[src/rtl/alu_rs_scheduler.sv]
// Reservation station and single-issue scheduler for the integer ALU; wakes operands from the CDB.
// Optional RS_CDB_BYPASS_EN lets a dispatch capture a same-edge CDB broadcast for its waiting operands.
module alu_rs_scheduler #(
    parameter int RS_SIZE  = 16,
    parameter int RS_IDX_W = 4,
    parameter int OP_W     = 6,
    parameter int DATA_W   = 32,
    parameter int TAG_W    = 4
) (
    input  logic                clk,
    input  logic                rst,
    input  logic                rdy,
    input  logic                in_flush,
    input  logic                in_disp_valid,
    input  logic [OP_W-1:0]     in_disp_op,
    input  logic                in_disp_rs1_rdy,
    input  logic [DATA_W-1:0]   in_disp_rs1_val,
    input  logic [TAG_W-1:0]    in_disp_rs1_tag,
    input  logic                in_disp_rs2_rdy,
    input  logic [DATA_W-1:0]   in_disp_rs2_val,
    input  logic [TAG_W-1:0]    in_disp_rs2_tag,
    input  logic [DATA_W-1:0]   in_disp_imm,
    input  logic [DATA_W-1:0]   in_disp_pc,
    input  logic [TAG_W-1:0]    in_disp_rob_tag,
    output logic                out_full,
    output logic [RS_IDX_W:0]   out_count,
    input  logic                in_cdb_valid,
    input  logic [TAG_W-1:0]    in_cdb_tag,
    input  logic [DATA_W-1:0]   in_cdb_value,
    output logic                out_alu_valid,
    output logic [OP_W-1:0]     out_alu_op,
    output logic [DATA_W-1:0]   out_alu_rs1,
    output logic [DATA_W-1:0]   out_alu_rs2,
    output logic [DATA_W-1:0]   out_alu_imm,
    output logic [DATA_W-1:0]   out_alu_pc,
    output logic [TAG_W-1:0]    out_alu_rob_tag
);

    localparam int CNT_W = RS_IDX_W + 1;
    localparam logic [CNT_W-1:0] CNT_ONE = CNT_W'(1);

    logic [RS_SIZE-1:0]  busy;
    logic [RS_SIZE-1:0]  q1_wait;
    logic [RS_SIZE-1:0]  q2_wait;
    logic [OP_W-1:0]     op_q   [RS_SIZE];
    logic [DATA_W-1:0]   v1_q   [RS_SIZE];
    logic [DATA_W-1:0]   v2_q   [RS_SIZE];
    logic [DATA_W-1:0]   imm_q  [RS_SIZE];
    logic [DATA_W-1:0]   pc_q   [RS_SIZE];
    logic [TAG_W-1:0]    t1_q   [RS_SIZE];
    logic [TAG_W-1:0]    t2_q   [RS_SIZE];
    logic [TAG_W-1:0]    rob_q  [RS_SIZE];
    logic [CNT_W-1:0]    count;

    logic [RS_SIZE-1:0]  ready_vec;
    logic                free_hit;
    logic [RS_IDX_W-1:0] free_idx;
    logic                iss_hit;
    logic [RS_IDX_W-1:0] iss_idx;
    logic                disp_acc;
    logic                byp1;
    logic                byp2;
    logic                disp_q1;
    logic                disp_q2;
    logic [DATA_W-1:0]   disp_v1;
    logic [DATA_W-1:0]   disp_v2;
    logic [CNT_W-1:0]    count_nxt;

    logic                alu_valid_p1;
    logic [OP_W-1:0]     alu_op_p1;
    logic [DATA_W-1:0]   alu_rs1_p1;
    logic [DATA_W-1:0]   alu_rs2_p1;
    logic [DATA_W-1:0]   alu_imm_p1;
    logic [DATA_W-1:0]   alu_pc_p1;
    logic [TAG_W-1:0]    alu_rob_p1;

    assign out_full  = &busy;
    assign out_count = count;
    assign ready_vec = busy & ~q1_wait & ~q2_wait;
    assign disp_acc  = in_disp_valid && !out_full;

    // Lowest-index search for both the free slot and the issue winner.
    always_comb begin
        free_hit = 1'b0;
        free_idx = '0;
        iss_hit  = 1'b0;
        iss_idx  = '0;
        for (int i = RS_SIZE - 1; i >= 0; i--) begin
            if (!busy[i]) begin
                free_hit = 1'b1;
                free_idx = RS_IDX_W'(i);
            end
            if (ready_vec[i]) begin
                iss_hit = 1'b1;
                iss_idx = RS_IDX_W'(i);
            end
        end
    end

`ifdef RS_CDB_BYPASS_EN
    assign byp1 = !in_disp_rs1_rdy && in_cdb_valid && (in_cdb_tag == in_disp_rs1_tag);
    assign byp2 = !in_disp_rs2_rdy && in_cdb_valid && (in_cdb_tag == in_disp_rs2_tag);
`else
    assign byp1 = 1'b0;
    assign byp2 = 1'b0;
`endif

    assign disp_q1 = !in_disp_rs1_rdy && !byp1;
    assign disp_q2 = !in_disp_rs2_rdy && !byp2;
    assign disp_v1 = byp1 ? in_cdb_value : in_disp_rs1_val;
    assign disp_v2 = byp2 ? in_cdb_value : in_disp_rs2_val;

    always_comb begin
        count_nxt = count;
        if (disp_acc && !iss_hit) begin
            count_nxt = count + CNT_ONE;
        end else if (!disp_acc && iss_hit) begin
            count_nxt = count - CNT_ONE;
        end
    end

    // Control state: occupancy, wait flags, count and issue valid.
    always_ff @(posedge clk or posedge rst) begin
        if (rst) begin
            busy         <= '0;
            q1_wait      <= '0;
            q2_wait      <= '0;
            count        <= '0;
            alu_valid_p1 <= 1'b0;
        end else if (rdy) begin
            if (in_flush) begin
                busy         <= '0;
                count        <= '0;
                alu_valid_p1 <= 1'b0;
            end else begin
                for (int i = 0; i < RS_SIZE; i++) begin
                    if (in_cdb_valid && busy[i] && q1_wait[i] && (t1_q[i] == in_cdb_tag)) begin
                        q1_wait[i] <= 1'b0;
                    end
                    if (in_cdb_valid && busy[i] && q2_wait[i] && (t2_q[i] == in_cdb_tag)) begin
                        q2_wait[i] <= 1'b0;
                    end
                end
                if (iss_hit) begin
                    busy[iss_idx] <= 1'b0;
                end
                if (disp_acc && free_hit) begin
                    busy[free_idx]    <= 1'b1;
                    q1_wait[free_idx] <= disp_q1;
                    q2_wait[free_idx] <= disp_q2;
                end
                alu_valid_p1 <= iss_hit;
                count        <= count_nxt;
            end
        end
    end

    // Entry payload; meaningful only while the matching busy bit is set.
    always_ff @(posedge clk) begin
        if (rdy && !in_flush) begin
            for (int i = 0; i < RS_SIZE; i++) begin
                if (in_cdb_valid && busy[i] && q1_wait[i] && (t1_q[i] == in_cdb_tag)) begin
                    v1_q[i] <= in_cdb_value;
                end
                if (in_cdb_valid && busy[i] && q2_wait[i] && (t2_q[i] == in_cdb_tag)) begin
                    v2_q[i] <= in_cdb_value;
                end
            end
            if (disp_acc && free_hit) begin
                op_q[free_idx]  <= in_disp_op;
                v1_q[free_idx]  <= disp_v1;
                v2_q[free_idx]  <= disp_v2;
                t1_q[free_idx]  <= in_disp_rs1_tag;
                t2_q[free_idx]  <= in_disp_rs2_tag;
                imm_q[free_idx] <= in_disp_imm;
                pc_q[free_idx]  <= in_disp_pc;
                rob_q[free_idx] <= in_disp_rob_tag;
            end
        end
    end

    // Issue stage register toward the ALU; fields hold when nothing issues.
    always_ff @(posedge clk or posedge rst) begin
        if (rst) begin
            alu_op_p1  <= '0;
            alu_rs1_p1 <= '0;
            alu_rs2_p1 <= '0;
            alu_imm_p1 <= '0;
            alu_pc_p1  <= '0;
            alu_rob_p1 <= '0;
        end else if (rdy && !in_flush && iss_hit) begin
            alu_op_p1  <= op_q[iss_idx];
            alu_rs1_p1 <= v1_q[iss_idx];
            alu_rs2_p1 <= v2_q[iss_idx];
            alu_imm_p1 <= imm_q[iss_idx];
            alu_pc_p1  <= pc_q[iss_idx];
            alu_rob_p1 <= rob_q[iss_idx];
        end
    end

    assign out_alu_valid   = alu_valid_p1;
    assign out_alu_op      = alu_op_p1;
    assign out_alu_rs1     = alu_rs1_p1;
    assign out_alu_rs2     = alu_rs2_p1;
    assign out_alu_imm     = alu_imm_p1;
    assign out_alu_pc      = alu_pc_p1;
    assign out_alu_rob_tag = alu_rob_p1;

endmodule
[config.mk]
export PLATFORM = sky130hd
export DESIGN_NAME = alu_rs_scheduler
export DESIGN_NICKNAME = d
export VERILOG_FILES = /design/src/rtl/alu_rs_scheduler.sv
export SDC_FILE = /design/constraint.sdc
export NUM_CORES = 2
export LEC_CHECK = 0
export ABC_AREA = 1
export BUFFER_PORTS_ARGS = -buffer_cell sky130_fd_sc_hd__buf_4
export CORE_MARGIN = 5
export CORE_UTILIZATION = 35
export CTS_BUF_LIST = sky130_fd_sc_hd__clkbuf_16
export DETAILED_ROUTE_END_ITERATION = 10
export PLACE_DENSITY = 0.6
export SLEW_MARGIN = 20
export SYNTH_ARGS = -nofsm -noshare
export SYNTH_HDL_FRONTEND = slang
export SYNTH_SLANG_ARGS = --single-unit
[constraint.sdc]
create_clock -name clk -period 9.8 [get_ports clk]
set_clock_uncertainty 0.2 [all_clocks]
set_input_delay 2.45 -clock clk [delete_from_list [all_inputs] [get_ports clk]]
set_output_delay 2.45 -clock clk [all_outputs]
set_load 0.01 [all_outputs]
==> summary.md <==
| Metric | Value |
|---|---|
| Status | finished clean |
| Area leader, netlist | edfxtp_1 |
| Chip Width | 577 µm |
| Syn avg cell area | 10.5 µm² |
| First-pass GRT wire length | 548 mm |
| # IOs | 335 |
| Compound-Gate Fraction of Synth Area | 0.0563 |
| Gr ovfl total | 0 |
| Area share of xor/xnor cells in the synthesized design | 0.00335 |
| Num CTS Buffers | 276 |
| Buf/Inv on CP | 2 |
| Largest net degree at the start of global routing | 201 |
| Largest family of logic cells by synthesized area | simple AND/OR/NAND/NOR gates |
| Final Max Slew Viols | 0 |
| Post-route clock period utilization | 0.632 |
| DR vias | 84740 |
| GRT Overall Usage | 0.220 |
| Async S/R FF share, synth | 0.0759 |
| Mux share of post-synthesis cell area | 0 |
| Top cells by area, synth | edfxtp_1, nand2_1, nand3_1 |
| R2R depth | 25 |
| Seq cells post-synth | 2528 |
| Synth-to-Final Area Change | 12.5% |
| Synth Area in Simple Gates | 0.220 |
| Hold Fails Final Rpt | 0 |
| Multi-input logic area | 32000 µm² |
| Worst slew margin | 0.238 |
| PwrDens | 201 nW/µm² |
| Top cells by count, synth | nand2_1, edfxtp_1, nand3_1, o21ai_0, nand4_1 |
| Fin nets | 10694 |
| Crit-path most repeated cell | nand2_1 |
| Yosys warns | 0 |
| Initial Utilization | 0.351 |
| Setup-failing EPs final | 0 |
| CTS tree | built |
| Synth Flop Type | edfxtp_1 |
| Drt initial violations | 9969 |
| Hold WC Path Type | reg2reg |
| Critical path capture point type | flop |
| Tmin final | 6200 ps |
| CORE AREA | 321000 µm² |
| Initial antenna violation count | 30 |
| Worst setup path category | reg2reg |
| Vias in the first global route | 79176 |
| Total iterations of the first detailed-routing run | 8 |
| Slowest stage delay, CP | 780 ps |
| FMAX | 161 MHz |
| Fillcell total | 31030 |
| Via density | 5.64 |
| Synth Area in Adders | 0.000623 |
| Top cell type's share of synthesized area | 0.623 |
| Worst Max-Slew Pin Slew | 1140 ps |
| Share of cells above drive strength 1 | 0.0870 |
| Post-synth EDFFs | 2336 |
| Maximum vdd ir drop | 0.134 mV |
| Hold path startpoint | out_alu_imm[11] |
| Pleak | 46.1 nW |
| Hold-fix buffers, CTS | 0 |
| Worst EP arrival | 6760 ps |
| CTS Root Cell | clkbuf_16 |
| Vert. Die Dim | 577 µm |
| Register area | 75000 µm² |
| Skew-Pair Late Insertion Delay | 880 ps |
| Top-count cell post-synth | nand2_1 |
| DR DRC count | 0 |
| Hold EP | out_alu_imm[11] |
| Dpl cells | 14526 |
| FF-to-FF setup slack | 3600 ps |
| Startpoint Class | flop |
| Num Clock Sinks | 2528 |
| Post-synthesis cell count | 10720 |
| Setup total negative slack | 0 ps |
| Postcts setup bufs | 0 |
| Crit path max-delay family | simple AND/OR/NAND/NOR gates |
| Post_cts resized | 0 |
| Register area share after synthesis | 0.666 |
| Hold Path Depth | 2 |
| RR Startpoint | busy[14] |
| Gpl congestion | 0.835 |
| Max-cap violation count | 0 |
| Drt wl/cell | 25.3 µm |
| Num rows | 208 |
| Die area | 333000 µm² |
| # H-tree levels | 5 |
| Worst EP required | 10370 ps |
| Final non-filler cell total | 15021 |
| Yosys cell types | 43 |
| Post-Synthesis Cell Area | 113000 µm² |
| Critical R2R Capture | out_alu_pc[1] |
| RSZ-0062 raised after global routing | no |
| Clock-pin slew on the worst setup and hold paths | 60 ps |
| HPWL Detailed | 202 mm |
| Max clock buf depth | 4 |
| Crit Path Max Fanout | 110 |
| Detailed Route WL | 380 mm |
| CP max stage cell | nand2_8 |
| Synth Net Count | 10915 |
| Final antenna-violating net count | 0 |
| IO buf count | 334 |
[cells in the final DEF, fill, tap and decap left out, types with 5 or more instances in the layout]
cell type   netlist  layout
inv_1           558     615
dfrtp_1         192     192
nor3_1           19      19
edfxtp_1       2336    2336
a221oi_1          6       6
a2111oi_0         9       9
nand3b_1         80      80
or2_2            29      29
nand2_4           2      30
clkinv_1          0      51
inv_6             0      16
inv_4             0       9
clkinvlp_4        0       7
o211ai_1          8       8
nand4_1         853     853
nor4_1            8       8
nand3_1        1560    1560
o21ai_0        1077    1077
xnor2_1           8       8
or3_1             6       5
clkbuf_16         0     281
bufinv_16         0      12
a21oi_1          82      82
xor2_1           35      35
buf_12            0      16
inv_8             0       5
buf_4             8     440
o2111ai_1         6       6
diode_2           0       9
nor2_1          482     465
o22ai_1          21      21
nor2_4            1      17
clkinv_2          0      40
nand2_1        2349    2317
[per-stage QoR]
step	cell area, µm²	util	total power, W	hold WS, ps	setup slack [ps]
after detailed placement	118000	0.369	0.0158	301	2960
after floorplan	113000	-	0.0142	285	1070
final	127000	0.395	0.0255	307	3600
after global routing	127000	0.395	0.0263	326	3150
after CTS	127000	0.395	0.0256	313	3470
after global placement	118000	0.369	0.0158	293	3010
[area by class of cell]
type	instances	share of cell area
Antenna cell	9	0.000178
Multi-Input combinational cell	6671	0.253
Tap cell	4305	0.0425
Clock inverter	205	0.0108
Sequential cell	2528	0.592
Clock buffer	281	0.0555
Inverter	565	0.0174
Timing Repair Buffer	457	0.0287
[logic make-up after synthesis]
family | after synthesis
AO/OA/AOI/OAI | 1230
XOR/XNOR | 43
adder cells (fa/ha/maj) | 5
buffers and inverters | 1521
flip-flops | 2528
AND/OR/NAND/NOR | 5393
[metal layers]
metal,GRT usage,up-vias,share of wire
met5,0,-,0.00039
met4,0.0850,24,0.042
met3,0.0409,793,0.090
met2,0.349,4240,0.46
met1,0.299,41857,0.41
li1,-,37826,-
[worst reg2reg max path, stage by stage (launching register included)]
cell and delay (ps):
dfrtp_1 430, nand3b_1 190, nand2_1 110, nand2_1 50, nand2_1 50, nand2_1 50, nand2_1 50, nand2_1 40
nand2_1 90, nand2_1 70, nand2_1 60, nand2_1 50, nand2_1 70, nand2_1 130, nand2_8 560, nand2_8 750
nand2_8 780, nand2_1 380, inv_8 600, buf_4 820, nand2_1 170, nand3b_1 120, nand2_1 50, nand2_1 90
nor2_1 70, nor2_1 80
[flip-flops by register name, summed over array words and instances (netlist names), 32 cells and up]
register and count:
imm_q 512, op_q 96, out_alu_imm 32, out_alu_pc 32, out_alu_rs1 32, out_alu_rs2 32, pc_q 512, rob_q 64
t1_q 64, t2_q 64, v1_q 512, v2_q 512
[report_power, final]
part	internal, W	switching [W]
combinational	0.00100	0.00216
sequential	0.0121	0.000258
clock	0.00554	0.00438
total	0.0187	0.00679
[worst max-delay path by stage]
stage | from | end | slack [ps] | cells after the start
detailed placement | rdy | v1_q[9][5] | 2960 | 9
global route | busy[14] | out_alu_pc[9] | 3150 | 25
CTS | q1_wait[14] | out_alu_pc[1] | 3470 | 26
finish | busy[14] | out_alu_pc[1] | 3600 | 25
global placement | rdy | v1_q[9][5] | 3010 | 9
floorplan | rdy | v1_q[15][0] | 1070 | 6
Power figures use the tool's default switching activity.
